===== src/rtl/rv_pkg.sv =====
// Shared RISC-V front-end definitions: reset/bubble defaults, opcodes used by
// decode, the fetch FSM encoding and a PC alignment helper.
package rv_pkg;

  localparam logic [31:0] RESET_PC_DEFAULT  = 32'h0000_0000;
  localparam logic [31:0] NOP_INSTR_DEFAULT = 32'h0000_0013;

  localparam logic [6:0] OP_IMM = 7'b0010011;
  localparam logic [6:0] LOAD   = 7'b0000011;
  localparam logic [6:0] STORE  = 7'b0100011;
  localparam logic [6:0] OP     = 7'b0110011;

  localparam logic [1:0] ST_REQ  = 2'd0;
  localparam logic [1:0] ST_WAIT = 2'd1;
  localparam logic [1:0] ST_HOLD = 2'd2;

  typedef enum logic [1:0] {
    REQ  = ST_REQ,
    WAIT = ST_WAIT,
    HOLD = ST_HOLD
  } fetch_state_t;

  function automatic logic [31:0] align_pc(input logic [31:0] pc);
    return pc & 32'hFFFF_FFFC;
  endfunction

endpackage


===== src/rtl/instruction_fetch_if.sv =====
// Instruction-memory request/response channel between fetch and the memory.
interface instruction_fetch_if;
  logic        imem_req;
  logic [31:0] imem_addr;
  logic        imem_ready;
  logic        imem_rsp_valid;
  logic [31:0] imem_rsp_data;

  modport master (
    output imem_req,
    output imem_addr,
    input  imem_ready,
    input  imem_rsp_valid,
    input  imem_rsp_data
  );

  modport slave (
    input  imem_req,
    input  imem_addr,
    output imem_ready,
    output imem_rsp_valid,
    output imem_rsp_data
  );
endinterface


===== src/rtl/instruction_fetch.sv =====
// Front pipeline stage: owns the PC, keeps one imem request in flight and
// feeds the IF/ID register, with a single-entry skid buffer for decode stalls.
module instruction_fetch
  import rv_pkg::*;
#(
  parameter logic [31:0] RESET_PC  = RESET_PC_DEFAULT,
  parameter logic [31:0] NOP_INSTR = NOP_INSTR_DEFAULT
) (
  input  logic                       clk,
  input  logic                       reset,
  input  logic                       stall,
  input  logic                       redirect_valid,
  input  logic [31:0]                redirect_pc,
  instruction_fetch_if.master        imem,
  output logic [31:0]                instr,
  output logic [31:0]                instr_pc,
  output logic                       instr_valid
);

  fetch_state_t state_r, state_s;
  logic [31:0]  pc_r, pc_s;
  logic [31:0]  req_pc_r, req_pc_s;
  logic         discard_r, discard_s;
  logic [31:0]  instr_r, instr_s;
  logic [31:0]  instr_pc_r, instr_pc_s;
  logic         instr_valid_r, instr_valid_s;
  logic [31:0]  skid_data_r, skid_data_s;
  logic [31:0]  skid_pc_r, skid_pc_s;
  logic         skid_valid_r, skid_valid_s;
  logic         handshake_s;
  logic         slot_free_s;

  assign imem.imem_req  = (state_r == REQ);
  assign imem.imem_addr = pc_r;
  assign instr          = instr_r;
  assign instr_pc       = instr_pc_r;
  assign instr_valid    = instr_valid_r;

  // Next-state computation for the FSM, PC, IF/ID register and skid buffer.
  always_comb begin
    state_s       = state_r;
    pc_s          = pc_r;
    req_pc_s      = req_pc_r;
    discard_s     = discard_r;
    instr_s       = instr_r;
    instr_pc_s    = instr_pc_r;
    instr_valid_s = instr_valid_r;
    skid_data_s   = skid_data_r;
    skid_pc_s     = skid_pc_r;
    skid_valid_s  = skid_valid_r;
    handshake_s   = (state_r == REQ) && imem.imem_ready;
    slot_free_s   = !stall || !instr_valid_r;

    // Without a new word, decode consuming the slot leaves a bubble behind.
    if (!stall) begin
      instr_valid_s = 1'b0;
      instr_s       = NOP_INSTR;
    end else begin
      instr_valid_s = instr_valid_r;
      instr_s       = instr_r;
    end

    if (redirect_valid) begin
      pc_s          = align_pc(redirect_pc);
      instr_valid_s = 1'b0;
      instr_s       = NOP_INSTR;
      skid_valid_s  = 1'b0;
      if (handshake_s || ((state_r == WAIT) && !imem.imem_rsp_valid)) begin
        discard_s = 1'b1;
        state_s   = WAIT;
      end else begin
        discard_s = (imem.imem_rsp_valid && (state_r != HOLD)) ? 1'b0 : discard_r;
        state_s   = REQ;
      end
    end else begin
      case (state_r)
        REQ: begin
          // A stale pre-reset response landing here retires the discard.
          if (imem.imem_rsp_valid) begin
            discard_s = 1'b0;
          end else begin
            discard_s = discard_r;
          end
          if (handshake_s) begin
            req_pc_s = pc_r;
            pc_s     = pc_r + 32'd4;
            state_s  = WAIT;
          end else begin
            state_s  = REQ;
          end
        end
        WAIT: begin
          if (!imem.imem_rsp_valid) begin
            state_s = WAIT;
          end else if (discard_r) begin
            discard_s = 1'b0;
            state_s   = REQ;
          end else if (slot_free_s) begin
            instr_s       = imem.imem_rsp_data;
            instr_pc_s    = req_pc_r;
            instr_valid_s = 1'b1;
            state_s       = REQ;
          end else begin
            skid_data_s  = imem.imem_rsp_data;
            skid_pc_s    = req_pc_r;
            skid_valid_s = 1'b1;
            state_s      = HOLD;
          end
        end
        HOLD: begin
          if (!skid_valid_r) begin
            state_s = REQ;
          end else if (!stall) begin
            instr_s       = skid_data_r;
            instr_pc_s    = skid_pc_r;
            instr_valid_s = 1'b1;
            skid_valid_s  = 1'b0;
            state_s       = REQ;
          end else begin
            state_s = HOLD;
          end
        end
        default: begin
          state_s = REQ;
        end
      endcase
    end
  end

  // State registers with synchronous reset; a reset during WAIT arms discard.
  always_ff @(posedge clk) begin
    if (reset) begin
      state_r       <= REQ;
      pc_r          <= RESET_PC;
      req_pc_r      <= 32'h0000_0000;
      discard_r     <= (state_r == WAIT);
      instr_r       <= NOP_INSTR;
      instr_pc_r    <= 32'h0000_0000;
      instr_valid_r <= 1'b0;
      skid_data_r   <= 32'h0000_0000;
      skid_pc_r     <= 32'h0000_0000;
      skid_valid_r  <= 1'b0;
    end else begin
      state_r       <= state_s;
      pc_r          <= pc_s;
      req_pc_r      <= req_pc_s;
      discard_r     <= discard_s;
      instr_r       <= instr_s;
      instr_pc_r    <= instr_pc_s;
      instr_valid_r <= instr_valid_s;
      skid_data_r   <= skid_data_s;
      skid_pc_r     <= skid_pc_s;
      skid_valid_r  <= skid_valid_s;
    end
  end

endmodule


===== src/flat_wrapper.sv =====
// flat-port wrapper written by rule: the top's interface ports become plain ports
module instruction_fetch_flat import rv_pkg::*;
#(
  parameter logic [31:0] RESET_PC  = RESET_PC_DEFAULT,
  parameter logic [31:0] NOP_INSTR = NOP_INSTR_DEFAULT
)
  (clk, reset, stall, redirect_valid, redirect_pc, instr, instr_pc, instr_valid, imem_imem_req, imem_imem_addr, imem_imem_ready, imem_imem_rsp_valid, imem_imem_rsp_data);
  instruction_fetch_if imem_i ();
  input  logic clk;
  input  logic reset;
  input  logic stall;
  input  logic redirect_valid;
  input  logic [31:0] redirect_pc;
  output logic [31:0] instr;
  output logic [31:0] instr_pc;
  output logic instr_valid;
  output wire logic [$bits(imem_i.imem_req)-1:0] imem_imem_req;
  output wire logic [$bits(imem_i.imem_addr)-1:0] imem_imem_addr;
  input wire logic [$bits(imem_i.imem_ready)-1:0] imem_imem_ready;
  input wire logic [$bits(imem_i.imem_rsp_valid)-1:0] imem_imem_rsp_valid;
  input wire logic [$bits(imem_i.imem_rsp_data)-1:0] imem_imem_rsp_data;
  assign imem_imem_req = imem_i.imem_req;
  assign imem_imem_addr = imem_i.imem_addr;
  assign imem_i.imem_ready = imem_imem_ready;
  assign imem_i.imem_rsp_valid = imem_imem_rsp_valid;
  assign imem_i.imem_rsp_data = imem_imem_rsp_data;
  instruction_fetch #(.RESET_PC(RESET_PC), .NOP_INSTR(NOP_INSTR)) u_core (.clk(clk), .reset(reset), .stall(stall), .redirect_valid(redirect_valid), .redirect_pc(redirect_pc), .imem(imem_i), .instr(instr), .instr_pc(instr_pc), .instr_valid(instr_valid));
endmodule

===== config.mk =====
export PLATFORM = sky130hd
export DESIGN_NAME = instruction_fetch_flat
export DESIGN_NICKNAME = d
export VERILOG_FILES = /design/src/rtl/rv_pkg.sv /design/src/rtl/instruction_fetch_if.sv /design/src/rtl/instruction_fetch.sv /design/src/flat_wrapper.sv
export SDC_FILE = /design/constraint.sdc
export NUM_CORES = 1
export LEC_CHECK = 0
export ABC_AREA = 1
export BUFFER_PORTS_ARGS = -buffer_cell sky130_fd_sc_hd__buf_2
export CORE_AREA = 2 2 157 121
export DETAILED_ROUTE_END_ITERATION = 7
export DIE_AREA = 0 0 159 123
export GPL_ROUTABILITY_DRIVEN = 0
export PLACE_DENSITY = 0.74
export SLEW_MARGIN = 15
export SYNTH_ARGS = -nofsm -noshare
export SYNTH_HDL_FRONTEND = slang
export SYNTH_SLANG_ARGS = --single-unit

===== constraint.sdc =====
create_clock -name clk -period 2.05 [get_ports clk]
set_input_delay 0 -clock clk [delete_from_list [all_inputs] [get_ports clk]]
set_output_delay 0 -clock clk [all_outputs]
set_load 0.02 [all_outputs]

==> Yosys cells after proc, flatten, opt, wreduce, memory -nomap -nowiden <==
Index checks and enable logic that the tools add are counted.
{ "classes": {"add_sub_neg": 1, "eq_ne": 10, "mux": 44, "bitwise_logic": 3, "n_reduce_logical": 23} }
{ "ops": {"columns": ["operator", "n"], "rows": [
  ["two-way mux 32 bit", 14],
  ["one-hot mux 32 bit (2 select lines)", 2],
  ["adder 32 x 3 -> 32 bit, second input constant", 1],
  ["two-way mux 1 bit", 19],
  ["two-way mux 2 bit", 6],
  ["inequality test 2 bit, second input constant", 5],
  ["AND reduction 7 bit", 1],
  ["one-hot mux 2 bit (3 select lines)", 1],
  ["AND reduction 3 bit", 2],
  ["nonzero test 2 bit", 3],
  ["nonzero test 3 bit", 2],
  ["AND reduction 5 bit", 1],
  ["inequality test 2 x 1 -> 1 bit, second input constant", 2],
  ["inequality test 4 x 2 -> 1 bit, second input constant", 1],
  ["one-hot mux 1 bit (2 select lines)", 2],
  ["AND reduction 2 bit", 2],
  ["AND reduction 4 bit", 1],
  ["OR reduction 2 bit", 2],
  ["logical AND 1 bit", 3],
  ["zero test 1 bit", 3],
  ["NOT 1 bit", 3],
  ["== test 2 x 1 -> 1 bit, second input constant", 1],
  ["== test 2 bit, second input constant", 1],
  ["zero test 2 bit", 1],
  ["logical OR 1 bit", 2]
]} }
{ "totals": {"ff_bits": 197, "inputBits": 70, "out_inout_bits": 98, "word_cells": 92} }

==> Depth between registers and ports, before layout <==
{ "logic_depth": {"ltp_word": 7, "mapped_depth": 11, "mapped_depth_nobuf": 11} }

==> Worst setup path before layout <==
OpenSTA, ideal clock, no wires.
{ "synth_path": {"path_type": "reg2reg", "startpoint": "register u_core.state_r[0]", "endpoint": "register u_core.req_pc_r[14]", "setup_time_ps": 137, "arrival_time_ps": 1649, "t_required_ps": 1913, "path_slack_ps": 264, "stages_incl_launch_ff": 8, "n_path_buf": 2, "period_less_slack_ps": 1786, "cell_sequence": "dfxtp_1 -> inv_1 -> ha_1 -> nand2_1 -> nor2_1 -> buf_2 -> buf_1 -> a211oi_1"} }
{ "synth_between": {"elab_chain_cells": 3} }
{ "synth_rtl": {"columns": ["element", "line_no", "text"], "rows": [
  ["start: declaration", "instruction_fetch.sv:20", "fetch_state_t state_r, state_s;"],
  ["start signal: assignment", "instruction_fetch.sv:144", "state_r <= state_s;"],
  ["zero test 2 bit (*)", null, null],
  ["via imem_imem_req", "flat_wrapper.sv:17", "output wire logic [$bits(imem_i.imem_req)-1:0] imem_imem_req;"],
  ["logical AND 1 bit", "instruction_fetch.sv:51", "handshake_s = (state_r == REQ) && imem.imem_ready;"],
  ["AND reduction 3 bit (no source line) (*)", null, null],
  ["end signal: assignment", "instruction_fetch.sv:146", "req_pc_r <= req_pc_s;"],
  ["end: declaration", "instruction_fetch.sv:22", "logic [31:0] req_pc_r, req_pc_s;"]
]} }
The timed path passes the listed nets; every way through them passes the cells marked *.
A chain may end at the register's enable or synchronous reset.

==> Worst setup path after layout <==
{ "layout_path": {"startpoint": "register u_core.state_r[0]", "endpoint": "register u_core.pc_r[27] (netlist: u_core.imem.imem_addr[27])"} }
{ "layout_between": {"elab_chain_cells": 4, "word_cells_on_any_way": 5, "classes_between": "reduce/logical: 5"} }
{ "layout_rtl": {"columns": ["element", "line_no", "text"], "rows": [
  ["zero test 2 bit (*)", "instruction_fetch.sv:51, instruction_fetch.sv:76", null],
  ["logical AND 1 bit", "instruction_fetch.sv:51", null],
  ["nonzero test 2 bit (no source line)", null, null],
  ["AND reduction 2 bit (no source line) (*)", null, null],
  ["end signal: assignment", "instruction_fetch.sv:145", "pc_r <= pc_s;"],
  ["end: declaration", "instruction_fetch.sv:21", "logic [31:0] pc_r, pc_s;"]
]} }
Every way passes the cells marked *; elsewhere a longest branch is shown, timed or not.

==> impl_metrics.json <==
{
  "diodes": 0,
  "p_sw_mw": 2.340,
  "post_synth_instance_area_um2": 8875,
  "slowest_delay_ps": 330,
  "timing.critical_path.buf_inv": 4,
  "die_width_um": 159,
  "drv_slew": 0,
  "worst-endpoint-arrival_ps": 2290,
  "synth_area_leaders": "sky130_fd_sc_hd__dfxtp_1 (42%), sky130_fd_sc_hd__nand2_1 (9.4%), sky130_fd_sc_hd__a21oi_1 (7.6%), sky130_fd_sc_hd__inv_1 (6.5%), sky130_fd_sc_hd__o21ai_0 (6.3%)",
  "filler_instances": 1630,
  "power_report.internal_total_mw": 5.928,
  "synth_commonest_cells": "sky130_fd_sc_hd__nand2_1 (223), sky130_fd_sc_hd__dfxtp_1 (188), sky130_fd_sc_hd__inv_1 (154), sky130_fd_sc_hd__nor2_1 (138), sky130_fd_sc_hd__a21oi_1 (134)",
  "ys_seq_area_frac": 0.4275,
  "groute.usage.overall": 0.2512,
  "p_clk_frac": 0.398,
  "total_nets_final": 1552,
  "required_worst_endpoint_ps": 2430,
  "report.final.hold_viol_count": 0,
  "num_io_pins": 168,
  "post-route-drc-count": 0,
  "max_cap_violations": 0,
  "timing_worst_setup_path_type": "flop to flop",
  "synth_flop_cell": "sky130_fd_sc_hd__dfxtp_1",
  "leak_pwr_nw": 4.724,
  "final_cell_area_um2": 11330,
  "layout_setup_ws_ps": 135.1,
  "grt_setup_unrepaired": "no",
  "max_freq_mhz": 522.2,
  "final-setup-viol-count": 0,
  "count_of_flip_flops_with_a_built_in_enable_after_synthesis": 1,
  "yosysMostFrequentCell": "sky130_fd_sc_hd__nand2_1",
  "cts.clk_slew.worst_paths_ps": 70,
  "worst-path-max-fanout": 18,
  "run_status": "complete, no violations",
  "coreArea_um2": 18080,
  "detailedPlace.worstSlack_ps": 154.8,
  "power.total_mw": 8.268,
  "tritoncts": "yes",
  "grt-ovfl-total": 0,
  "number_of_optimization_iterations_in_the_first_detailed_route_pass": 5,
  "drive_gt1_frac": 0.1711,
  "post_synth.cell_area_avg_um2": 6.999,
  "areaGrowthSynthToFinish_pct": 27.68,
  "insertion_delay_ps": 430,
  "clock_tree.htree_level_count": 4,
  "cts.root.buffer_cell": "sky130_fd_sc_hd__clkbuf_16",
  "worst_hold_startpoint": "redirect_pc[20]",
  "placement_rows": 43,
  "startpoint": "u_core.state_r[0]",
  "crit_path_start_kind": "flop",
  "detailedPlacementHpwl_mm": 16.55,
  "die_h_um": 123,
  "post_syn_instances": 1268,
  "routed_wl_mm": 25.37,
  "combinationalPowerShare": 0.130,
  "initial_cell_density_of_the_core": 0.4909,
  "fp.dieArea_um2": 19560,
  "drt-wirelength-per-cell_um": 14.61,
  "grt_start_max_net_pins": 77,
  "power-per-cell-area_nw_per_um2": 729.7,
  "seqPwrFrac": 0.472,
  "irDropWorstVdd_mv": 0.5188,
  "switching_share": 0.2830,
  "minimum_clock_period_ps": 1915,
  "ffs_w_async_s_r_synth": 0,
  "via_count_of_the_first_global_routing_pass": 7781,
  "cts_buffers": 17,
  "tritoncts_num_sinks": 189,
  "antenna_left": 0,
  "cts_buffer_depth": 2,
  "final.setup.tns_ps": 0,
  "yosys.cell_types.count": 34,
  "initial_antenna_violation_count": 0,
  "fin_util": 0.6268,
  "finalClockSkew_ps": 8.069,
  "vias_per_std_cell": 5.156,
  "crit_path_cell_trace": "inv_1, ha_1, nand2_1, nor2_4, inv_2, buf_12, nor2_1, nand3_1, nand3_1, nand2_1, inv_1",
  "post-synth-top-area-fraction": 0.4241,
  "slowest_stage": "sky130_fd_sc_hd__dfxtp_1",
  "netlist.top_cell.by_area": "sky130_fd_sc_hd__dfxtp_1",
  "finalCritPeriodShare": 0.9341,
  "crit_path_end_kind": "flop",
  "synth.ff_latch_count": 189,
  "drt_first_iter_violations": 792,
  "first_pass_grt_wire_length_mm": 40.03,
  "dpl_cell_area_um2": 10050,
  "worst_r2r_startpoint": "u_core.state_r[0]",
  "yosys_warnings": 0,
  "worst_path_dominant_cell_family": "simple AND/OR/NAND/NOR gates",
  "min_path_type": "primary input to flop",
  "numPortBuffers": 161,
  "route.vias.total": 8956
}
-- timing repair --
item,CTS,global route
hold buffers,66,0
endpoints found under the hold margin,97,0
setup endpoints to repair,0,3
resized for setup,0,1
setup buffers,0,3
-- stage by stage --
stage / instances / hold WS (ps)
floorplan: 1271 / 149.0
global placement: 1636 / 272.2
detailed placement: 1636 / 278.3
CTS: 1734 / 6.313
global route: 1737 / 61.99
finish: 1737 / 32.67
-- area by class of cell --
type / instances / area (um^2) / share of cell area
Timing Repair Buffer: 269 / 1894 / 0.1672
Clock inverter: 15 / 156.4 / 0.01380
Clock buffer: 17 / 425.4 / 0.03754
Tap cell: 247 / 309.0 / 0.02727
Inverter: 157 / 589.3 / 0.05201
Sequential cell: 189 / 3794 / 0.3348
Multi-Input combinational cell: 843 / 4163 / 0.3674
-- tightest hold or removal path, cell delays in order --
cell                       delay (ps)
sky130_fd_sc_hd__buf_2             80
sky130_fd_sc_hd__nand2_1           80
sky130_fd_sc_hd__o21ai_0           80
sky130_fd_sc_hd__nand3b_1         100
sky130_fd_sc_hd__nand2_1           50
sky130_fd_sc_hd__inv_1             50
-- power by group through the flow --
stage / logic, mW / clock network [mW] / registers, mW
2_1_floorplan: 0.517 / 0 / 4.04
3_3_place_gp: 0.932 / 0 / 3.98
3_5_place_dp: 0.945 / 0 / 3.98
4_1_cts: 1.04 / 3.34 / 3.89
5_1_grt: 1.18 / 3.50 / 3.91
6_report: 1.07 / 3.29 / 3.90
-- flip-flops by register name (all words and copies together), names as in the netlist --
name / count
u_core.imem.imem_addr: 30
u_core.req_pc_r: 30
u_core.skid_pc_r: 30
u_core.discard_r: 1
u_core.state_r: 2
u_core.instr: 32
u_core.instr_pc: 30
u_core.skid_valid_r: 1
u_core.skid_data_r: 32
u_core.instr_valid: 1
-- cell usage in the layout (no fill, tap or decap), drive strengths merged --
| cell | n |
|---|---|
| a211oi | 16 |
| a21oi | 135 |
| a22o | 1 |
| a31oi | 17 |
| a32oi | 1 |
| a41oi | 1 |
| buf | 203 |
| bufinv | 1 |
| clkbuf | 17 |
| clkinv | 5 |
| clkinvlp | 2 |
| conb | 4 |
| dfxtp | 188 |
| dlygate4sd3 | 66 |
| edfxtp | 1 |
| ha | 5 |
| inv | 164 |
| mux2i | 29 |
| nand2 | 226 |
| nand3 | 103 |
| nand3b | 2 |
| nand4 | 27 |
| nor2 | 145 |
| nor3 | 13 |
| o211ai | 5 |
| o21ai | 111 |
| o221ai | 1 |
| xor2 | 1 |
-- per-layer routing --
metal / up-vias / wire (um) / track usage
li1: 4564 / - / -
met5: - / 0 / 0
met3: 29 / 1757 / 0.04562
met1: 4011 / 12830 / 0.3887
met2: 352 / 10530 / 0.3622
met4: 0 / 245 / 0.05170
-- cells by family after synthesis --
family	synth area share
compound gates	0.1748
simple gates	0.2481
fa+ha+maj	0.007049
mux	0.03271
flops	0.4275
buf+inv	0.1084
xor+xnor	0.0009871
other cells	0.0004225
-- final timing paths --
kind / to / slack (ps) / cells after the start
setup / recovery: u_core.imem.imem_addr[27] / 140 / 11
hold / removal: u_core.imem.imem_addr[20] / 30 / 6
setup reg to reg: u_core.imem.imem_addr[27] / 140 / 11
hold reg to reg: u_core.skid_pc_r[15] / 440 / 2
Power figures use the tool's default switching activity.
